## src/rtl/mem_access_ctrl_if.sv

```systemverilog
// ---------------------------------------------------------------------------
// mem_access_ctrl_if
//
// Bundles the core-side request signals, the memory-system signals and the
// result/status outputs of mem_access_ctrl.
//
// Handshake contract:
//   fetch_req_i / data_req_i are level requests. A request is taken on the
//   rising edge where it is high while busy_o is low. data_req_i wins when
//   both are high, and the losing fetch is not queued. Request inputs may
//   change after the accepting edge. Results appear as one-cycle pulses:
//   instr_valid_o, data_done_o or err_o. While busy_o is high, requests are
//   ignored.
//
// Modports:
//   slave  - the controller (consumes requests and read data; drives memory,
//            results and debug state)
//   master - the core plus memory model that surrounds it
// ---------------------------------------------------------------------------
interface mem_access_ctrl_if #(
  parameter int DATA_WIDTH = 32
);
  // core side
  logic                  fetch_req_i;
  logic [DATA_WIDTH-1:0] pc_i;
  logic                  data_req_i;
  logic                  data_we_i;
  logic [DATA_WIDTH-1:0] data_addr_i;
  logic [DATA_WIDTH-1:0] data_wdata_i;
  // memory side
  logic [DATA_WIDTH-1:0] mem_rdata_i;
  logic [DATA_WIDTH-1:0] mem_addr_o;
  logic [DATA_WIDTH-1:0] mem_wdata_o;
  logic                  mem_we_o;
  // results / status
  logic [DATA_WIDTH-1:0] instr_o;
  logic                  instr_valid_o;
  logic [DATA_WIDTH-1:0] rdata_o;
  logic                  data_done_o;
  logic                  err_o;
  logic                  busy_o;
  // debug: current FSM state (0 IDLE, 1 ACCESS, 2 RESP)
  logic [1:0]            state_o;

  modport slave (
    input  fetch_req_i, pc_i, data_req_i, data_we_i, data_addr_i,
           data_wdata_i, mem_rdata_i,
    output mem_addr_o, mem_wdata_o, mem_we_o, instr_o, instr_valid_o,
           rdata_o, data_done_o, err_o, busy_o, state_o
  );

  modport master (
    output fetch_req_i, pc_i, data_req_i, data_we_i, data_addr_i,
           data_wdata_i, mem_rdata_i,
    input  mem_addr_o, mem_wdata_o, mem_we_o, instr_o, instr_valid_o,
           rdata_o, data_done_o, err_o, busy_o, state_o
  );
endinterface

```

## src/rtl/mem_access_ctrl.sv

```systemverilog
// ---------------------------------------------------------------------------
// mem_access_ctrl
//
// Three-state (IDLE -> ACCESS -> RESP) sequencer in front of the memory
// system. It accepts one fetch or load/store in IDLE, drives the memory for
// exactly one cycle in ACCESS, and reports in RESP. Addresses below ROM_LIMIT
// are read-only. Misaligned accesses and ROM stores are rejected: they walk
// the same three states, but they never write and they pulse err_o.
//
// Ports:
//   clk    - clock, rising edge
//   rst_n  - asynchronous active-low reset
//   bus    - mem_access_ctrl_if.slave (requests, memory bus, results, state)
// ---------------------------------------------------------------------------
module mem_access_ctrl #(
  parameter int                    DATA_WIDTH = 32,
  parameter logic [DATA_WIDTH-1:0] ROM_LIMIT  = 32'h1000_0000
) (
  input  logic                clk,
  input  logic                rst_n,
  mem_access_ctrl_if.slave    bus
);

  typedef enum logic [1:0] {
    S_IDLE   = 2'd0,
    S_ACCESS = 2'd1,
    S_RESP   = 2'd2
  } state_e;

  state_e                state_q, state_d;
  logic                  is_fetch_q, is_fetch_d;
  logic                  is_store_q, is_store_d;
  logic                  ok_q, ok_d;          // access passed the accept checks
  logic [DATA_WIDTH-1:0] addr_q, addr_d;
  logic [DATA_WIDTH-1:0] wdata_q, wdata_d;
  logic [DATA_WIDTH-1:0] instr_q, instr_d;
  logic [DATA_WIDTH-1:0] rdata_q, rdata_d;
  logic                  instr_valid_q, instr_valid_d;
  logic                  data_done_q, data_done_d;
  logic                  err_q, err_d;
  logic                  busy_q, busy_d;

  // request decode (only meaningful in IDLE)
  logic                  req_any;
  logic                  req_store;
  logic [DATA_WIDTH-1:0] req_addr;
  logic                  req_ok;

  always_comb begin
    req_any   = bus.fetch_req_i | bus.data_req_i;
    req_store = bus.data_req_i & bus.data_we_i;
    req_addr  = bus.data_req_i ? bus.data_addr_i : bus.pc_i;
    req_ok    = (req_addr[1:0] == 2'b00) && !(req_store && (req_addr < ROM_LIMIT));
  end

  always_comb begin
    state_d       = state_q;
    is_fetch_d    = is_fetch_q;
    is_store_d    = is_store_q;
    ok_d          = ok_q;
    addr_d        = addr_q;
    wdata_d       = wdata_q;
    instr_d       = instr_q;
    rdata_d       = rdata_q;
    instr_valid_d = 1'b0;
    data_done_d   = 1'b0;
    err_d         = 1'b0;

    case (state_q)
      S_IDLE: begin
        if (req_any) begin
          state_d    = S_ACCESS;
          is_fetch_d = ~bus.data_req_i;
          is_store_d = req_store;
          ok_d       = req_ok;
          addr_d     = req_addr;
          // a fetch leaves the write-data bus at its last value
          if (bus.data_req_i) wdata_d = bus.data_wdata_i;
        end
      end
      S_ACCESS: begin
        state_d = S_RESP;
        // read data is combinational in mem_addr_o, so it is valid now
        if (ok_q && is_fetch_q)                 instr_d = bus.mem_rdata_i;
        if (ok_q && !is_fetch_q && !is_store_q) rdata_d = bus.mem_rdata_i;
        // pulses are registered so they land in the RESP cycle
        instr_valid_d = ok_q & is_fetch_q;
        data_done_d   = ok_q & ~is_fetch_q;
        err_d         = ~ok_q;
      end
      S_RESP: begin
        state_d = S_IDLE;
      end
      default: begin
        state_d = S_IDLE;
      end
    endcase

    busy_d = (state_d != S_IDLE);
  end

  always_ff @(posedge clk or negedge rst_n) begin
    if (!rst_n) begin
      state_q       <= S_IDLE;
      is_fetch_q    <= 1'b0;
      is_store_q    <= 1'b0;
      ok_q          <= 1'b0;
      addr_q        <= '0;
      wdata_q       <= '0;
      instr_q       <= '0;
      rdata_q       <= '0;
      instr_valid_q <= 1'b0;
      data_done_q   <= 1'b0;
      err_q         <= 1'b0;
      busy_q        <= 1'b0;
    end else begin
      state_q       <= state_d;
      is_fetch_q    <= is_fetch_d;
      is_store_q    <= is_store_d;
      ok_q          <= ok_d;
      addr_q        <= addr_d;
      wdata_q       <= wdata_d;
      instr_q       <= instr_d;
      rdata_q       <= rdata_d;
      instr_valid_q <= instr_valid_d;
      data_done_q   <= data_done_d;
      err_q         <= err_d;
      busy_q        <= busy_d;
    end
  end

  // Decoded from state so that an asynchronous reset drops it at once.
  assign bus.mem_we_o      = (state_q == S_ACCESS) && is_store_q && ok_q;
  assign bus.mem_addr_o    = addr_q;
  assign bus.mem_wdata_o   = wdata_q;
  assign bus.instr_o       = instr_q;
  assign bus.instr_valid_o = instr_valid_q;
  assign bus.rdata_o       = rdata_q;
  assign bus.data_done_o   = data_done_q;
  assign bus.err_o         = err_q;
  assign bus.busy_o        = busy_q;
  assign bus.state_o       = state_q;

endmodule

```

## src/flat_wrapper.sv

```systemverilog
// flat-port wrapper written by rule: the top's interface ports become plain ports
module mem_access_ctrl_flat 
#(
  parameter int                    DATA_WIDTH = 32,
  parameter logic [DATA_WIDTH-1:0] ROM_LIMIT  = 32'h1000_0000
)
  (clk, rst_n, bus_fetch_req_i, bus_pc_i, bus_data_req_i, bus_data_we_i, bus_data_addr_i, bus_data_wdata_i, bus_mem_rdata_i, bus_mem_addr_o, bus_mem_wdata_o, bus_mem_we_o, bus_instr_o, bus_instr_valid_o, bus_rdata_o, bus_data_done_o, bus_err_o, bus_busy_o, bus_state_o);
  mem_access_ctrl_if #(.DATA_WIDTH(DATA_WIDTH)) bus_i ();
  input  logic clk;
  input  logic rst_n;
  input wire logic [$bits(bus_i.fetch_req_i)-1:0] bus_fetch_req_i;
  input wire logic [$bits(bus_i.pc_i)-1:0] bus_pc_i;
  input wire logic [$bits(bus_i.data_req_i)-1:0] bus_data_req_i;
  input wire logic [$bits(bus_i.data_we_i)-1:0] bus_data_we_i;
  input wire logic [$bits(bus_i.data_addr_i)-1:0] bus_data_addr_i;
  input wire logic [$bits(bus_i.data_wdata_i)-1:0] bus_data_wdata_i;
  input wire logic [$bits(bus_i.mem_rdata_i)-1:0] bus_mem_rdata_i;
  output wire logic [$bits(bus_i.mem_addr_o)-1:0] bus_mem_addr_o;
  output wire logic [$bits(bus_i.mem_wdata_o)-1:0] bus_mem_wdata_o;
  output wire logic [$bits(bus_i.mem_we_o)-1:0] bus_mem_we_o;
  output wire logic [$bits(bus_i.instr_o)-1:0] bus_instr_o;
  output wire logic [$bits(bus_i.instr_valid_o)-1:0] bus_instr_valid_o;
  output wire logic [$bits(bus_i.rdata_o)-1:0] bus_rdata_o;
  output wire logic [$bits(bus_i.data_done_o)-1:0] bus_data_done_o;
  output wire logic [$bits(bus_i.err_o)-1:0] bus_err_o;
  output wire logic [$bits(bus_i.busy_o)-1:0] bus_busy_o;
  output wire logic [$bits(bus_i.state_o)-1:0] bus_state_o;
  assign bus_i.fetch_req_i = bus_fetch_req_i;
  assign bus_i.pc_i = bus_pc_i;
  assign bus_i.data_req_i = bus_data_req_i;
  assign bus_i.data_we_i = bus_data_we_i;
  assign bus_i.data_addr_i = bus_data_addr_i;
  assign bus_i.data_wdata_i = bus_data_wdata_i;
  assign bus_i.mem_rdata_i = bus_mem_rdata_i;
  assign bus_mem_addr_o = bus_i.mem_addr_o;
  assign bus_mem_wdata_o = bus_i.mem_wdata_o;
  assign bus_mem_we_o = bus_i.mem_we_o;
  assign bus_instr_o = bus_i.instr_o;
  assign bus_instr_valid_o = bus_i.instr_valid_o;
  assign bus_rdata_o = bus_i.rdata_o;
  assign bus_data_done_o = bus_i.data_done_o;
  assign bus_err_o = bus_i.err_o;
  assign bus_busy_o = bus_i.busy_o;
  assign bus_state_o = bus_i.state_o;
  mem_access_ctrl #(.DATA_WIDTH(DATA_WIDTH), .ROM_LIMIT(ROM_LIMIT)) u_core (.clk(clk), .rst_n(rst_n), .bus(bus_i));
endmodule
```

## config.mk

```make
export PLATFORM = sky130hd
export DESIGN_NAME = mem_access_ctrl_flat
export DESIGN_NICKNAME = d
export VERILOG_FILES = /design/src/rtl/mem_access_ctrl_if.sv /design/src/rtl/mem_access_ctrl.sv /design/src/flat_wrapper.sv
export SDC_FILE = /design/constraint.sdc
export NUM_CORES = 1
export LEC_CHECK = 0
export BUFFER_PORTS_ARGS = -buffer_cell sky130_fd_sc_hd__buf_2
export CAP_MARGIN = 20
export CELL_PAD_IN_SITES_DETAIL_PLACEMENT = 1
export CELL_PAD_IN_SITES_GLOBAL_PLACEMENT = 1
export CORE_MARGIN = 4
export CORE_UTILIZATION = 30
export CTS_BUF_LIST = sky130_fd_sc_hd__clkbuf_16
export DETAILED_ROUTE_END_ITERATION = 12
export PLACE_DENSITY = 0.7
export SETUP_SLACK_MARGIN = 0.02
export SLEW_MARGIN = 20
export SYNTH_ARGS = -nofsm -noshare
export SYNTH_HDL_FRONTEND = slang
export SYNTH_SLANG_ARGS = --single-unit
```

## constraint.sdc

```tcl
create_clock -name clk -period 1.9 [get_ports clk]
set_clock_uncertainty 0.15 [all_clocks]
set_input_delay 0.095 -clock clk [delete_from_list [all_inputs] [get_ports clk]]
set_output_delay 0.095 -clock clk [all_outputs]
set_load 0.05 [all_outputs]
```

After elaboration in Yosys (flattened, before gate mapping)

Index checks and enable logic that the tools add are counted.

Bits of input ports: 133
Flip-flop bits (word level): 137

Mux-type cells: 6
$lt $le $gt $ge: 1
Reduce and logical (&&, ||, !) cells: 17
Equal/unequal tests: 1
Bitwise operators: 7

Operator list:

| operator                                                                       | count |
|---|---|
| 32-bit by 29-bit less-than comparator with 1-bit output, second input constant | 1 |
| 32-bit 2-to-1 mux                                                              | 1 |
| 1-bit logical AND                                                              | 7 |
| 2-bit AND reduction                                                            | 3 |
| 2-bit zero test                                                                | 2 |
| 2-bit one-hot mux with 2 select lines                                          | 1 |
| 1-bit AND                                                                      | 3 |
| 1-bit zero test                                                                | 3 |
| 1-bit 2-to-1 mux                                                               | 3 |
| 1-bit NOT                                                                      | 3 |
| 3-bit AND reduction                                                            | 1 |
| 2-bit by 1-bit == test with 1-bit output, second input constant                | 1 |
| 2-bit 2-to-1 mux                                                               | 1 |
| 2-bit nonzero test                                                             | 1 |
| 1-bit OR                                                                       | 1 |

Logic depth before layout (Yosys ltp)

Word-level depth: 5
Mapped depth: 5
Depth with buffers taken out: 3

Least setup slack after synthesis

No wires, ideal clock.

Path type: register to register
From: reg u_core.state_q[1], in the netlist u_core.bus.state_o[1]
To: reg u_core.rdata_q[22], in the netlist u_core.bus.rdata_o[22]
Cell stages (with the launch flop): 5
Data required time: 1625 ps
Arrival time: 1660 ps
Path buffers: 1
Setup time: 125 ps
Setup slack: -35 ps
Cell sequence: dfrtp_1 nand3b_1 nor3_4 buf_4 mux2_2

Word-level cells in the longest chain between the ends: 2

Ends and longest elaborated chain:

| what                                     | line                   | source |
|---|---|---|
| start: declaration                       | mem_access_ctrl.sv:30  | `state_e state_q, state_d;` |
| start signal: assignment                 | mem_access_ctrl.sv:117 | `state_q <= state_d;` |
| 2-bit by 1-bit == test with 1-bit output | mem_access_ctrl.sv:69  | `case (state_q)` |
| 2-bit AND reduction (no source line)     | n/a                    |  |
| end signal: assignment                   | mem_access_ctrl.sv:124 | `rdata_q <= rdata_d;` |
| end: declaration                         | mem_access_ctrl.sv:37  | `logic [DATA_WIDTH-1:0] rdata_q, rdata_d;` |

No other way between the ends.
A chain may end at the register's enable or synchronous reset.

Worst setup path after layout

From: reg u_core.state_q[1], in the netlist u_core.bus.state_o[1]
To: out bus_mem_we_o

Word-level cells in the longest chain between the ends: 3

Ends and longest elaborated chain:

| what                                     | line                   | source |
|---|---|---|
| 2-bit by 1-bit == test with 1-bit output | mem_access_ctrl.sv:133 | `assign bus.mem_we_o = (state_q == S_ACCESS) && is_store_q && ok_q;` |
| 1-bit logical AND (2 in series)          | mem_access_ctrl.sv:133 |  |
| end: declaration                         | flat_wrapper.sv:20     | `output wire logic [$bits(bus_i.mem_we_o)-1:0] bus_mem_we_o;` |

No other way between the ends.

==> impl_results.md <==
- Outcome: finished clean
- Total Routing Usage GR: 17.1%
- Endpoints failing setup: 0
- Slew headroom: 70.1%
- Ys Warns: 0
- Later-pin clock latency in the skew report: 400 ps
- Max-cap check violation count: 0
- Mapped Area: 5520 sq um
- Top cell type's share of synthesized area: 62.1%
- Layout cell share with drive strength beyond 1: 62.3%
- Area grow syn2layout: 64.3%
- TritonCTS buffer count: 17
- Switching Power: 8880 uW
- Via count of the routed design: 4434
- WP data arrival: 1520 ps
- Switching share of power: 48.6%
- Final #Nets: 877
- Pwr Density: 2010 nW/um^2
- Die width: 144 microns
- WHS: 35.3 ps
- Setup Fix Bufs, Post-CTS: 0
- Critical path launch point type: flop
- CTS tree: done
- Number of DRC markers in iteration 0: 69
- Grt ovf: 0
- Final hold vios: 0
- # fillers: 1866
- Critical Path Fanout Max: 4
- Tcrit/Tclk final: 92.9%
- Crit Path Category: flop to primary output
- Design area: 9070 sq um
- RSZ-0062 raised after global routing: false
- Die area: 20600 sq um
- Critical R2R Capture: u_core.bus.rdata_o[24]
- Final TNS setup: 0 ps
- Clk network pwr share: 18.7%
- Tightest Pin Transition: 442 ps
- Pin count of the biggest net entering global routing: 53
- # rows: 49
- Pint: 9380 uW
- Worst Hold Class: primary input to asynchronous set/reset pin
- Worst reg2reg startpoint: u_core.bus.state_o[1]
- Setup ws final: 134 ps
- DRC violation count after routing: 0
- Core Region: 18000 sq um
- Detailed placer's ending HPWL: 11400 microns
- Sequential share of the synthesized area: 62.1%
- Max frequency: 566 MHz
- Synth area leader: dfrtp_1
- FF+latch count, synth: 137
- Critical Path RT: 1650 ps
- Power Total: 18300 uW
- Reg2reg setup slack: 170 ps
- Initial antenna violation count: 0
- GPL Wtd Cong: 0.761
- Reg area: 3430 sq um
- I/O pin count: 268
- Tmin final: 1770 ps
- Max Slew Vio Count: 0
- Synthesized area per cell: 16.5 sq um
- CTS Root Cell: clkbuf_16
- Syn_nets: 468
- WL final: 17500 microns
- Multi-input gate area: 1930 sq um
- Detailed Routing Iterations Pass 1: 4
- Worst setup EP type: primary output
- Routed len/inst: 17.8 microns
- Post-synthesis cell type count: 20
- Sinks on Clock Net: 137
- CTS Buffer Depth: 2
- Count of mapped cells out of synthesis: 335
- Vias in the first global route: 5270
- Via density: 4.50
- Logic pwr share: 53.0%
- Worst Reg-to-Reg Cells: 4
- Global-route wire length before repair: 27500 microns
- Peak supply drop: 0.00118 V
- Placed Instance Area: 7150 sq um
- Port Buffers: 267
- Pre-CTS setup slack: 157 ps
- Chip height: 144 microns
- Leakage power: 0.00432 uW
- H-tree levels: 4
- Top cells by area, synth: dfrtp_1, mux2_2, buf_6
- Seq pwr share: 28.4%
- Post-route ant nets: 0
- Initial core utilization: 30.6%
- CTS clock-pin slew for the worst setup and hold paths: 60 ps
## cell type report
class | count | area share [%]
clock inverters | 14 | 2.01
well taps | 229 | 3.16
clock buffers | 17 | 4.69
multi-input cells | 177 | 21.3
diodes | 1 | 0.0276
repair buffers | 408 | 30.9
inverters | 3 | 0.124
flip-flops and latches | 137 | 37.8
## metrics by stage
| stage | utilization [%] | instances |
|---|---|---|
| after CTS | 50.3 | 985 |
| after global routing | 50.3 | 985 |
| after floorplan | - | 335 |
| after global placement | 39.7 | 823 |
| after detailed placement | 39.7 | 823 |
| final | 50.3 | 986 |
## synthesized netlist by cell type (all sizes together)
| cell type | instances |
|---|---|
| o21a | 1 |
| inv | 3 |
| mux2 | 161 |
| and2b | 2 |
| buf | 18 |
| or2 | 1 |
| o2bb2ai | 1 |
| nor4b | 1 |
| dfrtp | 137 |
| nand3 | 1 |
| a311oi | 1 |
| nor3 | 1 |
| nor2 | 4 |
| and2 | 1 |
| a21oi | 1 |
| nand3b | 1 |
## worst max-delay path by stage
stage / cells after the start / start / slack [ps] / endpoint
6_report: 3 / u_core.bus.state_o[1] / 130 / bus_mem_we_o
5_1_grt: 3 / u_core.bus.state_o[1] / 20 / bus_mem_we_o
4_1_cts: 3 / u_core.bus.state_o[1] / 90 / bus_mem_we_o
3_5_place_dp: 4 / u_core.bus.state_o[1] / 160 / u_core.bus.rdata_o[21]
3_3_place_gp: 4 / u_core.bus.state_o[1] / 220 / u_core.bus.rdata_o[15]
2_1_floorplan: 4 / u_core.bus.state_o[1] / 70 / u_core.bus.rdata_o[22]
## sequential cells by signal, indices dropped and copies added (netlist names)
| register | flops |
|---|---|
| u_core.bus.instr_o | 32 |
| u_core.bus.mem_addr_o | 32 |
| u_core.bus.mem_wdata_o | 32 |
| u_core.bus.rdata_o | 32 |
| u_core.bus.state_o | 2 |
| u_core.bus.busy_o | 1 |
| u_core.bus.data_done_o | 1 |
| u_core.bus.err_o | 1 |
| u_core.bus.instr_valid_o | 1 |
| u_core.is_fetch_q | 1 |
| u_core.is_store_q | 1 |
| u_core.ok_q | 1 |
## metal layers
layer	track usage (%)	vias to the layer above	wire, microns
met4	7.14	0	491
met3	5.86	33	1310
met1	17.9	2201	6300
met2	31.3	179	9440
met5	0	-	0
li1	-	2021	-
## power by group through the flow
stage / registers (uW) / clock network (uW) / logic [uW]
6_report: 5180 / 3410 / 9670
5_1_grt: 5370 / 3660 / 10100
3_3_place_gp: 5120 / 0 / 9300
3_5_place_dp: 5210 / 0 / 9480
2_1_floorplan: 10200 / 0 / 2130
4_1_cts: 5180 / 3510 / 9720
## layout by cell type (no fill, tap or decap), drive strengths merged, types with 2 or more instances in the layout
master       Yosys  routed
clkinv           0       9
buf             18     277
dlygate4sd3      0     131
and2b            2       2
bufinv           0       4
mux2           161     161
dfrtp          137     137
nor2             4       4
inv              3       4
clkbuf           0      17
## critical path, stage by stage, from the launching register on
cell	delay [ps]
dfrtp_2	410
nand3b_1	250
nor2_1	160
buf_2	300
## what timing repair did
item | in CTS | in global routing
endpoints found under the hold margin | 267 | 0
gates resized for setup | 0 | 0
hold buffers | 131 | 0
## cells by family (layout without fill, tap and decap cells)
kind of cell	after synthesis	count (layout)	share of synthesized area, %
buf+inv	21	442	2.97
other cells	0	1	0
mux	161	161	32.8
compound gates	4	4	0.544
flops	137	137	62.1
simple gates	12	12	1.56
Note: power is estimated with default switching activity, not from simulation.
